===== config.mk =====
export PLATFORM = sky130hd
export DESIGN_NAME = game_ctrl
export DESIGN_NICKNAME = d
export VERILOG_FILES = /design/src/rtl/game_pkg.sv /design/src/rtl/btn_sync_edge.sv /design/src/rtl/game_ctrl.sv
export SDC_FILE = /design/constraint.sdc
export NUM_CORES = 1
export LEC_CHECK = 0
export BUFFER_PORTS_ARGS = -buffer_cell sky130_fd_sc_hd__clkbuf_2
export CORE_ASPECT_RATIO = 1.4
export CORE_MARGIN = 2
export CORE_UTILIZATION = 57
export DETAILED_ROUTE_END_ITERATION = 8
export PLACE_DENSITY = 0.89
export SYNTH_ARGS = -nofsm -noshare
export SYNTH_HDL_FRONTEND = slang
export SYNTH_SLANG_ARGS = --single-unit

===== constraint.sdc =====
create_clock -name clk -period 2.85 [get_ports clk]
set_input_delay 0.57 -clock clk [delete_from_list [all_inputs] [get_ports clk]]
set_output_delay 0.57 -clock clk [all_outputs]
set_load 0.02 [all_outputs]

===== src/rtl/game_pkg.sv =====
// Shared game constants: VGA timing, game tuning values and state encoding.
package game_pkg;

    // Frame timing shared with the VGA timing generator
    localparam int unsigned H_TOTAL  = 800;
    localparam int unsigned V_TOTAL  = 525;
    localparam int unsigned H_ACTIVE = 640;
    localparam int unsigned V_ACTIVE = 480;

    // Default game tuning
    localparam int unsigned HIT_THRESH_DEF    = 4;
    localparam int unsigned SCORE_DIV_DEF     = 6;
    localparam int unsigned FREEZE_FRAMES_DEF = 60;

    // Encoding is visible on the state output, so values are fixed
    typedef enum logic [1:0] {
        StIdle = 2'd0,
        StRun  = 2'd1,
        StHit  = 2'd2,
        StOver = 2'd3
    } game_state_e;

    // Increment that sticks at all-ones instead of wrapping
    function automatic logic [31:0] sat_inc32(input logic [31:0] v);
        return (v == 32'hFFFF_FFFF) ? v : v + 32'd1;
    endfunction

endpackage


===== src/rtl/btn_sync_edge.sv =====
// Two-flop synchronizer for raw buttons plus a rising-edge detector on the OR
// of all synchronized bits.
module btn_sync_edge #(
    parameter int unsigned WIDTH = 2
) (
    input  logic             clk,
    input  logic             reset,
    input  logic [WIDTH-1:0] btn_in,
    output logic             rise
);

    logic [WIDTH-1:0] sync1_q;
    logic [WIDTH-1:0] sync2_q;
    logic             any_q;

    // Synchronizer chain and previous value of the combined button level
    always_ff @(posedge clk or negedge reset) begin
        if (!reset) begin
            sync1_q <= '0;
            sync2_q <= '0;
            any_q   <= 1'b0;
        end else begin
            sync1_q <= btn_in;
            sync2_q <= sync1_q;
            any_q   <= |sync2_q;
        end
    end

    assign rise = (|sync2_q) & ~any_q;

endmodule


===== src/rtl/game_ctrl.sv =====
// Game-flow controller: counts bean/goose collisions per frame and steps the
// IDLE/RUN/HIT/OVER machine at every frame end.
module game_ctrl
    import game_pkg::*;
#(
    parameter int unsigned HIT_THRESH    = HIT_THRESH_DEF,
    parameter int unsigned SCORE_DIV     = SCORE_DIV_DEF,
    parameter int unsigned FREEZE_FRAMES = FREEZE_FRAMES_DEF
) (
    input  logic        clk,
    input  logic        reset,
    input  logic [9:0]  x,
    input  logic [9:0]  y,
    input  logic        bean,
    input  logic        goose,
    input  logic [1:0]  button,
    output logic        stop,
    output logic        game_rst,
    output logic [31:0] score,
    output logic [31:0] high_score,
    output logic [1:0]  state
);

    localparam int unsigned DivW = (SCORE_DIV > 1) ? $clog2(SCORE_DIV) : 1;
    localparam int unsigned FrzW = (FREEZE_FRAMES > 1) ? $clog2(FREEZE_FRAMES) : 1;

    game_state_e      state_q, state_d;
    logic [31:0]      score_q, score_d;
    logic [31:0]      high_q, high_d;
    logic [9:0]       ov_q, ov_d;
    logic [DivW-1:0]  div_q, div_d;
    logic [FrzW-1:0]  frz_q, frz_d;
    logic             pend_q, pend_d;
    logic             stop_q, stop_d;
    logic             grst_q, grst_d;
    logic             rise;
    logic             fe;
    logic             hit_px;
    logic             consume;

    btn_sync_edge #(
        .WIDTH (2)
    ) u_btn (
        .clk    (clk),
        .reset  (reset),
        .btn_in (button),
        .rise   (rise)
    );

    assign fe     = (x == 10'(H_TOTAL - 1)) && (y == 10'(V_TOTAL - 1));
    assign hit_px = bean && goose && (x < 10'(H_ACTIVE)) && (y < 10'(V_ACTIVE));

    // Next-state: collision counter, FSM, score and press bookkeeping
    always_comb begin
        state_d = state_q;
        score_d = score_q;
        high_d  = high_q;
        div_d   = div_q;
        frz_d   = frz_q;
        ov_d    = ov_q;
        consume = 1'b0;

        // Frame-end pixel is in blanking, so clearing here loses no count
        if (fe) begin
            ov_d = '0;
        end else if (hit_px && (ov_q != 10'h3FF)) begin
            ov_d = ov_q + 10'd1;
        end

        if (fe) begin
            unique case (state_q)
                StIdle: begin
                    if (pend_q) begin
                        state_d = StRun;
                        score_d = '0;
                        consume = 1'b1;
                    end
                end
                StRun: begin
                    // A hit takes priority over a divider wrap on the same frame
                    if (ov_q >= 10'(HIT_THRESH)) begin
                        state_d = StHit;
                        high_d  = (score_q > high_q) ? score_q : high_q;
                    end else if (div_q == DivW'(SCORE_DIV - 1)) begin
                        div_d   = '0;
                        score_d = sat_inc32(score_q);
                    end else begin
                        div_d = div_q + DivW'(1);
                    end
                end
                StHit: begin
                    if (frz_q == FrzW'(FREEZE_FRAMES - 1)) begin
                        state_d = StOver;
                    end else begin
                        frz_d = frz_q + FrzW'(1);
                    end
                end
                StOver: begin
                    if (pend_q) begin
                        state_d = StIdle;
                        consume = 1'b1;
                    end
                end
                default: state_d = StIdle;
            endcase
        end

        if (state_d != state_q) begin
            div_d = '0;
            frz_d = '0;
        end

        // A press arriving on the fe cycle survives the consume for the next fe
        pend_d = consume ? rise : (pend_q | rise);
        if (state_q == StHit) begin
            pend_d = 1'b0;
        end

        stop_d = (state_d == StHit) || (state_d == StOver);
        grst_d = (state_d == StIdle);
    end

    // State, counters and registered outputs
    always_ff @(posedge clk or negedge reset) begin
        if (!reset) begin
            state_q <= StIdle;
            score_q <= '0;
            high_q  <= '0;
            ov_q    <= '0;
            div_q   <= '0;
            frz_q   <= '0;
            pend_q  <= 1'b0;
            stop_q  <= 1'b0;
            grst_q  <= 1'b1;
        end else begin
            state_q <= state_d;
            score_q <= score_d;
            high_q  <= high_d;
            ov_q    <= ov_d;
            div_q   <= div_d;
            frz_q   <= frz_d;
            pend_q  <= pend_d;
            stop_q  <= stop_d;
            grst_q  <= grst_d;
        end
    end

    assign state      = state_q;
    assign stop       = stop_q;
    assign game_rst   = grst_q;
    assign score      = score_q;
    assign high_score = high_q;

endmodule


Word-level counts from Yosys, hierarchy flattened --
Cells that the tools add are included. W data, S select, Z words.
Storage, ports and cells: bits of input ports 26, register bits after elaboration 93, output and inout port bits 68, logic and storage cells 87
Cells by class: reduce and logical (&&, ||, !) cells 19, mux-type cells 27, $lt $le $gt $ge 4, $add $sub $neg 4, bitwise operators 3, equality and inequality tests 18
Operators with widths (number):
- $mux W32 | 4
- $pmux W32 S2 | 1
- $add A32 B1 Y32 const B | 1
- $eq A32 B32 Y1 const B | 1
- $gt A32 B32 Y1 | 1
- $mux W6 | 4
- $eq A10 B10 Y1 const B | 2
- $mux W10 | 2
- $mux W3 | 5
- $add A10 B1 Y10 const B | 1
- $ge A10 B3 Y1 const B | 1
- $lt A10 B10 Y1 const B | 1
- $lt A10 B9 Y1 const B | 1
- $mux W2 | 5
- $ne A10 B10 Y1 const B | 1
- $reduce_bool A2 Y1 | 5
- $eq A2 B2 Y1 const B | 4
- $ne A2 B2 Y1 const B | 4
- $pmux W2 S4 | 1
- $add A6 B1 Y6 const B | 1
- $eq A6 B6 Y1 const B | 1
- $reduce_and A3 Y1 | 2
- $reduce_and A6 Y1 | 1
- $logic_and A1 B1 Y1 | 5
- other kinds (13) | 20

Longest topological paths before layout --
Gate-level depths: netlist of run 1.
depth in word-level cells 7, mapped depth 10, mapped depth without buffers 8

By module --
A second synthesis of run 1 with hierarchy kept.
Unflattened totals: cell total of the unflattened synthesis 547, area, all modules 5375.2 sq um
By module, submodules not included:
- game_ctrl | cells an instance 540, seq. area each 2203.4 sq um, times used 1, area an instance 5233.8 sq um
- btn_sync_edge | cells an instance 7, seq. area each 125.1 sq um, times used 1, area an instance 141.4 sq um

Worst setup path before layout of run 1 --
No wires, ideal clock.
kind register to register, start point register score_q[14] (netlist: score[14]), end point register high_q[23] (netlist: high_score[23]), path buffers 1, stages on the path, launching flop included 9, arrival 2.579 ns, period minus slack after synthesis 2.703 ns, setup slack 0.147 ns, setup time 0.125 ns, data required time 2.725 ns, cells stage by stage dfrtp_1 > ha_1 > nand4_1 > nor3_1 > a21boi_0 > o311ai_0 > a31oi_1 > clkbuf_1 > mux2_2
On the way: word-level cells in the longest chain between the ends 2
RTL lines:
- start, declared | RTL line game_ctrl.sv:28 | logic [31:0] score_q, score_d;
- start signal, assigned | RTL line game_ctrl.sv:137 | score_q <= score_d;
- $gt A32 B32 Y1 | RTL line game_ctrl.sv:83 | high_d = (score_q > high_q) ? score_q : high_q;
- $reduce_and A4 Y1 (no source line)
- end signal, assigned | RTL line game_ctrl.sv:138 | high_q <= high_d;
- end, declared | RTL line game_ctrl.sv:29 | logic [31:0] high_q, high_d;
No other way between the ends. A chain may end at the register's enable or synchronous reset.

Final worst setup path of run 1 --
start point register score_q[6] (netlist: score[6]), end point register score_q[12] (netlist: score[12])
On the way: word-level cells in the longest chain between the ends 5, elaborated cells between the ends (all ways) 8, those cells by class 1 x add/sub; 2 x eq/ne; 4 x mux; 1 x reduce/logical
RTL lines:
- $add A32 B1 Y32 | RTL line game_pkg.sv:25 | return (v == 32'hFFFF_FFFF) ? v : v + 32'd1;
- $mux W32 | RTL line game_pkg.sv:25
- $mux W32 | RTL line game_ctrl.sv:84 | end else if (div_q == DivW'(SCORE_DIV - 1)) begin
- $mux W32 | RTL line game_ctrl.sv:81 | if (ov_q >= 10'(HIT_THRESH)) begin
- $pmux W32 S2 | RTL line game_ctrl.sv:71 | unique case (state_q)
Several ways; a longest one is shown, not always the timed one. The select of a mux whose other input is x is not followed.

==> key figures, run 1 <==
Status
  • Status: completed

Synth
  • Synthesized area: 5530 um^2
  • Top FF cell, synth: dfrtp_1
  • Mapped Nets: 638
  • Cell count after synthesis: 572
  • #FFs+latches synth: 93
  • Async SR Flop Fraction: 100%
  • Synth Area per Inst: 9.66 um^2
  • Synth area leaders: dfrtp_1, ha_1, mux2_2
  • Synthesis warning total: 0
  • Sequential cell area fraction in the yosys report: 42.1%
  • Largest area contributor in the netlist: dfrtp_1
  • Count leader, synth: dfrtp_1
  • Post-synth EDFFs: 0
  • Cell variety after synth: 63
  • Top cell type's share of synthesized area: 41.7%
  • Top cells by count, synth: dfrtp_1, nand2_1, nand3_1, ha_1, inv_1

Route
  • DRT Wirelength: 14.5 mm
  • Vias per inst: 6.33
  • DRT iter0 DRCs: 446
  • DRC viols: 0
  • Via count: 5118
  • First drt pass iteration count: 5
  • Avg WL per Cell: 17.9 um
  • Antenna-violating nets left: 0

Floorplanning
  • Full die area: 10500 um^2
  • Chip width: 87.2 um
  • Die height: 121 um
  • # rows: 42
  • Initial Utilization: 58.4%
  • Io pins: 94
  • Core area: 9460 um^2

Power
  • P per Cell Area: 422 nW/um^2
  • Leakage: 3.21 nW
  • Worst vdd ir: 0.296 mV

Place
  • RePlAce Congestion: 0.933
  • IO Port Bufs: 93
  • DP Wirelength: 10.4 mm

Clock tree
  • Root Driver: clkbuf_16
  • Clk sinks: 93
  • H-tree levels: 3
  • Hold buffers post-CTS: 0
  • TritonCTS clock tree: built
  • Clock tree buffer depth: 2
  • Clock-pin slew on the worst setup and hold paths: 0.07 ns
  • Clk_lat worst skew: 0.35 ns
  • Post-CTS setup buffers: 0
  • Total CTS buffers: 9

Final layout
  • Final #Nets: 760
  • Layout cells sized above 1: 28.3%
  • Diodes inserted: 0
  • Area grow syn2layout: 21.6%

Timing
  • TNS Setup: 0 ns
  • Max-slew violations: 0
  • Clock skew after layout: 0.00827 ns
  • Final setup fails: 0
  • Slew HR: 58.1%
  • Final hold viol count: 0
  • Period utilisation layout: 93.3%
  • Tmin final: 2.66 ns
  • Slew @ Worst Pin: 0.628 ns
  • RSZ-0062 raised after global routing: false
  • Fin Hold WS: 0.240 ns
  • Peak Freq: 376 MHz

Critical path
  • CP max FO: 14
  • Critical Path Start Type: flip-flop
  • CP endpoint kind: flip-flop
  • CP arrival: 2.89 ns
  • Crit Path Class: reg2reg
  • WP data required: 3.08 ns

Global route
  • Initial antenna violation count: 0
  • Gr usage total: 29.3%
  • Vias in the first global route: 5063
  • Largest net degree at the start of global routing: 49
  • GRT overflow: 0
  • First-pass GRT wire length: 24.4 mm

Run
  • Max-cap violation count: 0

Min path
  • HP Class: in2async
## sequential cells by signal (all words and copies together) (netlist names)
name           count
game_rst           1
state              2
u_btn.any_q        1
stop               1
u_btn.sync1_q      2
ov_q              10
pend_q             1
high_score        32
div_q              3
score             32
frz_q              6
u_btn.sync2_q      2
## metrics by stage
step                      total power [mW]  std cells  setup WS (ns)  util (%)  cell area [um^2]
after floorplan                       1.47        572          0.147         -              5530
after global placement                1.53        793         0.0811      67.5              6390
after detailed placement              1.54        793         0.0255      67.5              6390
after CTS                             2.84        809         0.0257      71.0              6710
after global routing                  2.92        809         0.0464      71.1              6720
final                                 2.84        809          0.191      71.1              6720
## final timing paths
kind                             startpoint               end  slack (ns)  cells past startpoint
hold reg to reg            u_btn.sync1_q[0]  u_btn.sync2_q[0]        0.36                      0
min in group clk                  button[1]  u_btn.sync1_q[1]        0.33                      1
setup / recovery                   score[6]         score[12]        0.19                      7
max in group asynchronous             reset         score[14]        1.96                      2
setup reg to reg                   score[6]         score[12]        0.19                      7
hold / removal                        reset          score[2]        0.24                      1
## power breakdown
part	total, mW	switching (mW)	internal [mW]	leakage [nW]
clock network	1.32	0.508	0.814	0.163
registers	1.38	0.0302	1.35	1.17
logic	0.134	0.0807	0.0536	1.87
## cell families after synthesis
logic type	Yosys count	share of synthesized area, %
simple gates	257	26.2
flops	93	42.1
compound gates	77	9.37
buf+inv	58	4.26
fa+ha+maj	40	9.06
mux	37	7.40
xor+xnor	10	1.58
## routing by layer
metal / track usage [%] / routed length (um) / vias up
met5: 0 / 0 / -
met4: 13.3 / 535 / 0
met3: 4.57 / 809 / 59
met2: 50.4 / 7700 / 221
met1: 35.6 / 5440 / 2490
li1: - / - / 2348
## area by class of cell
cell class | instances | area [um^2]
multi-input cells | 421 | 2990
clock inverters | 4 | 70.1
clock buffers | 12 | 256
flip-flops and latches | 93 | 2330
well taps | 110 | 138
repair buffers | 130 | 796
fillers | 663 | 2740
inverters | 39 | 146
## timing repair
action,in CTS,in global routing
gates resized for setup,0,4
endpoints found under the setup margin,0,33
endpoints found under the hold margin,0,0
## cells in the final DEF (no fill, tap or decap), drive strengths merged, types with 3 or more instances in the layout
cell and instances:
nand3b 6, nor4 7, mux2 31, inv 39
or2 3, a31oi 4, buf 38, clkbuf 104
nand2b 4, nand2 59, nor4b 4, nor2b 6
a211oi 3, or4 9, ha 40, nand3 48
dfrtp 92, a21boi 5, and3 14, a21oi 17
nor3 11, or4b 6, and4 5, o21ai 16
and2 4, mux2i 6, xor2 8, or3 4
nand4 19, nor2 32, o211ai 14, nand4b 12
## critical path: stages (launching register included)
cell and delay (ns):
dfrtp_1 0.57, nand2_2 0.17, or4_4 0.62, nor4_4 0.31
a2111o_2 0.36, buf_4 0.22, nor2_1 0.05, a211o_1 0.23
Power figures use the tool's default switching activity.
==> run 2: changes to the inputs <==
--- a/config.mk
+++ b/config.mk
@@ -5,10 +5,11 @@
 export SDC_FILE = /design/constraint.sdc
 export NUM_CORES = 1
 export LEC_CHECK = 0
+export ABC_AREA = 1
 export BUFFER_PORTS_ARGS = -buffer_cell sky130_fd_sc_hd__clkbuf_2
 export CORE_ASPECT_RATIO = 1.4
 export CORE_MARGIN = 2
-export CORE_UTILIZATION = 57
+export CORE_UTILIZATION = 58
 export DETAILED_ROUTE_END_ITERATION = 8
 export PLACE_DENSITY = 0.89
 export SYNTH_ARGS = -nofsm -noshare
==> run 2 against run 1 <==
Core utilization is 2.4 points lower; cell area is 5.7% higher; sequential power hardly changed; area after synthesis is 11% higher; register-to-register slack better by 0.22 ns; setup slack better by 0.22 ns; die area is 9.0% higher; clock-buffer cell count is 1 lower; synthesized cell count is 49% higher; clock skew is 0.0017 ns higher; combinational power is 46% higher; critical path type unchanged; critical endpoint is now high_score[13]; highest routed layer unchanged.
==> key figures, run 2 <==
Status
  • Status: completed

Route
  • First drt pass iteration count: 5
  • DRT iter0 DRCs: 343
  • Avg WL per Cell: 14.1 um
  • DRC viols: 0
  • DRT Wirelength: 15.4 mm
  • Vias per inst: 5.38
  • Antenna-violating nets left: 0
  • Via count: 5891

Timing
  • Fin Hold WS: 0.314 ns
  • Clock skew after layout: 0.00993 ns
  • Final hold viol count: 0
  • TNS Setup: 0 ns
  • Period utilisation layout: 85.7%
  • Slew HR: 34.1%
  • Tmin final: 2.44 ns
  • Max-slew violations: 0
  • Final setup fails: 0
  • Peak Freq: 410 MHz
  • Slew @ Worst Pin: 0.989 ns
  • RSZ-0062 raised after global routing: false

Global route
  • Vias in the first global route: 5653
  • Gr usage total: 27.9%
  • Largest net degree at the start of global routing: 82
  • GRT overflow: 0
  • Initial antenna violation count: 0
  • First-pass GRT wire length: 25.9 mm

Synth
  • Cell count after synthesis: 851
  • Top FF cell, synth: dfrtp_1
  • Synthesis warning total: 0
  • #FFs+latches synth: 93
  • Async SR Flop Fraction: 100%
  • Synth area leaders: dfrtp_1, nand2_1, nand3_1
  • Synth Area per Inst: 7.22 um^2
  • Synthesized area: 6150 um^2
  • Cell variety after synth: 37
  • Count leader, synth: nand2_1
  • Largest area contributor in the netlist: dfrtp_1
  • Top cell type's share of synthesized area: 37.4%
  • Mapped Nets: 917
  • Post-synth EDFFs: 0
  • Sequential cell area fraction in the yosys report: 37.9%
  • Top cells by count, synth: nand2_1, nand3_1, nor2_1, dfrtp_1, inv_1

Power
  • Leakage: 3.72 nW
  • Worst vdd ir: 0.453 mV
  • P per Cell Area: 389 nW/um^2

Critical path
  • WP data required: 3.09 ns
  • CP endpoint kind: flip-flop
  • CP max FO: 24
  • Critical Path Start Type: flip-flop
  • CP arrival: 2.68 ns
  • Worst setup startpoint: score[11]
  • R2r worst-path depth: 11
  • Critical R2R Launch: score[11]
  • Crit Path Class: reg2reg

Final layout
  • Commonest non-fill, non-tap cell in the layout: nand2_1
  • Final #Nets: 1018
  • Area grow syn2layout: 15.5%
  • Fillers: 909
  • Non-Filler Instances: 1095
  • Diodes inserted: 0
  • Layout cells sized above 1: 16.2%
  • Most frequent cells in the layout: nand2_1, nand3_1, nor2_1

Min path
  • Hold path cells: 1
  • Hold_sp: button[0]
  • HP Class: in2reg

Place
  • Placed cell count: 1079
  • IO Port Bufs: 93
  • DP Wirelength: 11.4 mm
  • RePlAce Congestion: 0.972

Clock tree
  • Clock-pin slew on the worst setup and hold paths: 0.07 ns
  • Total CTS buffers: 9
  • Clock tree buffer depth: 2
  • Root Driver: clkbuf_16
  • Post-cts sizing count: 0
  • Post-CTS setup buffers: 0
  • Clk_lat worst skew: 0.36 ns
  • Clk sinks: 93
  • TritonCTS clock tree: built
  • H-tree levels: 3
  • Hold buffers post-CTS: 0

Floorplanning
  • Initial Utilization: 59.4%
  • # rows: 44
  • Chip width: 91.0 um
  • Die height: 126 um
  • Io pins: 94
  • Core area: 10300 um^2
  • Full die area: 11500 um^2

Run
  • Max-cap violation count: 0
==> run 2: cell families (layout without fill, tap and decap cells) <==
kind of cell | after synthesis | in the layout | synth area share, %
xor gates and xnor gates | 39 | 39 | 5.56
and+or+nand+nor | 515 | 515 | 36.3
AOI/OAI and AO/OA | 46 | 46 | 4.17
adders and majority gates | 40 | 40 | 8.14
buffers and inverters | 118 | 224 | 7.92
DFF | 93 | 93 | 37.9
==> run 2: worst max-delay path, cell delays in order (launching register included) <==
cell and delay (ns):
dfrtp_1 0.48, ha_1 0.35, nand2_1 0.07, nor4b_1 0.48, nand2_1 0.12, nand2_1 0.12
nand2_1 0.07, nand2_1 0.15, nand2_1 0.10, buf_4 0.23, nand2_1 0.10, nand2_1 0.05
==> run 2: power by group <==
part	total, mW	internal [mW]	switching, mW
sequential	1.41	1.36	0.0494
clock	1.16	0.637	0.519
combinational	0.195	0.0744	0.121
==> run 2: layer usage <==
metal  vias to the layer above  wire [um]  global-route usage (%)
li1                       2928          -                       -
met1                      2760       5970                    31.3
met2                       164       8350                    51.9
met3                        39        557                    2.75
met4                         0        563                    14.3
met5                         -          0                       0
==> run 2: final cells by class <==
type / instances / area [um^2] / share of cell area [%]
clock buffer: 11 / 253 / 3.56
clock inverter: 5 / 35.0 / 0.493
inverter: 93 / 349 / 4.91
multi-input combinational: 640 / 3330 / 46.9
sequential: 93 / 2330 / 32.8
tap: 138 / 173 / 2.43
timing repair buffer: 115 / 633 / 8.91
==> run 2: path summary, 6_finish.rpt <==
kind	endpoint	slack [ns]
hold reg to reg	u_btn.sync2_q[0]	0.36
max in group asynchronous	ov_q[0]	1.76
hold / removal	u_btn.sync1_q[0]	0.31
setup / recovery	high_score[13]	0.41
min in group asynchronous	high_score[19]	0.37
setup reg to reg	high_score[13]	0.41
==> run 2: stage by stage <==
| step | power [mW] | setup WS [ns] | instance area (um^2) | utilization (%) |
|---|---|---|---|---|
| 3_3_place_gp | 1.62 | 0.455 | 6820 | 65.9 |
| 2_1_floorplan | 1.55 | 0.790 | 6150 | - |
| 4_1_cts | 2.76 | 0.385 | 7100 | 68.6 |
| 5_1_grt | 2.87 | 0.213 | 7100 | 68.6 |
| 6_report | 2.76 | 0.409 | 7100 | 68.6 |
| 3_5_place_dp | 1.63 | 0.397 | 6820 | 65.9 |
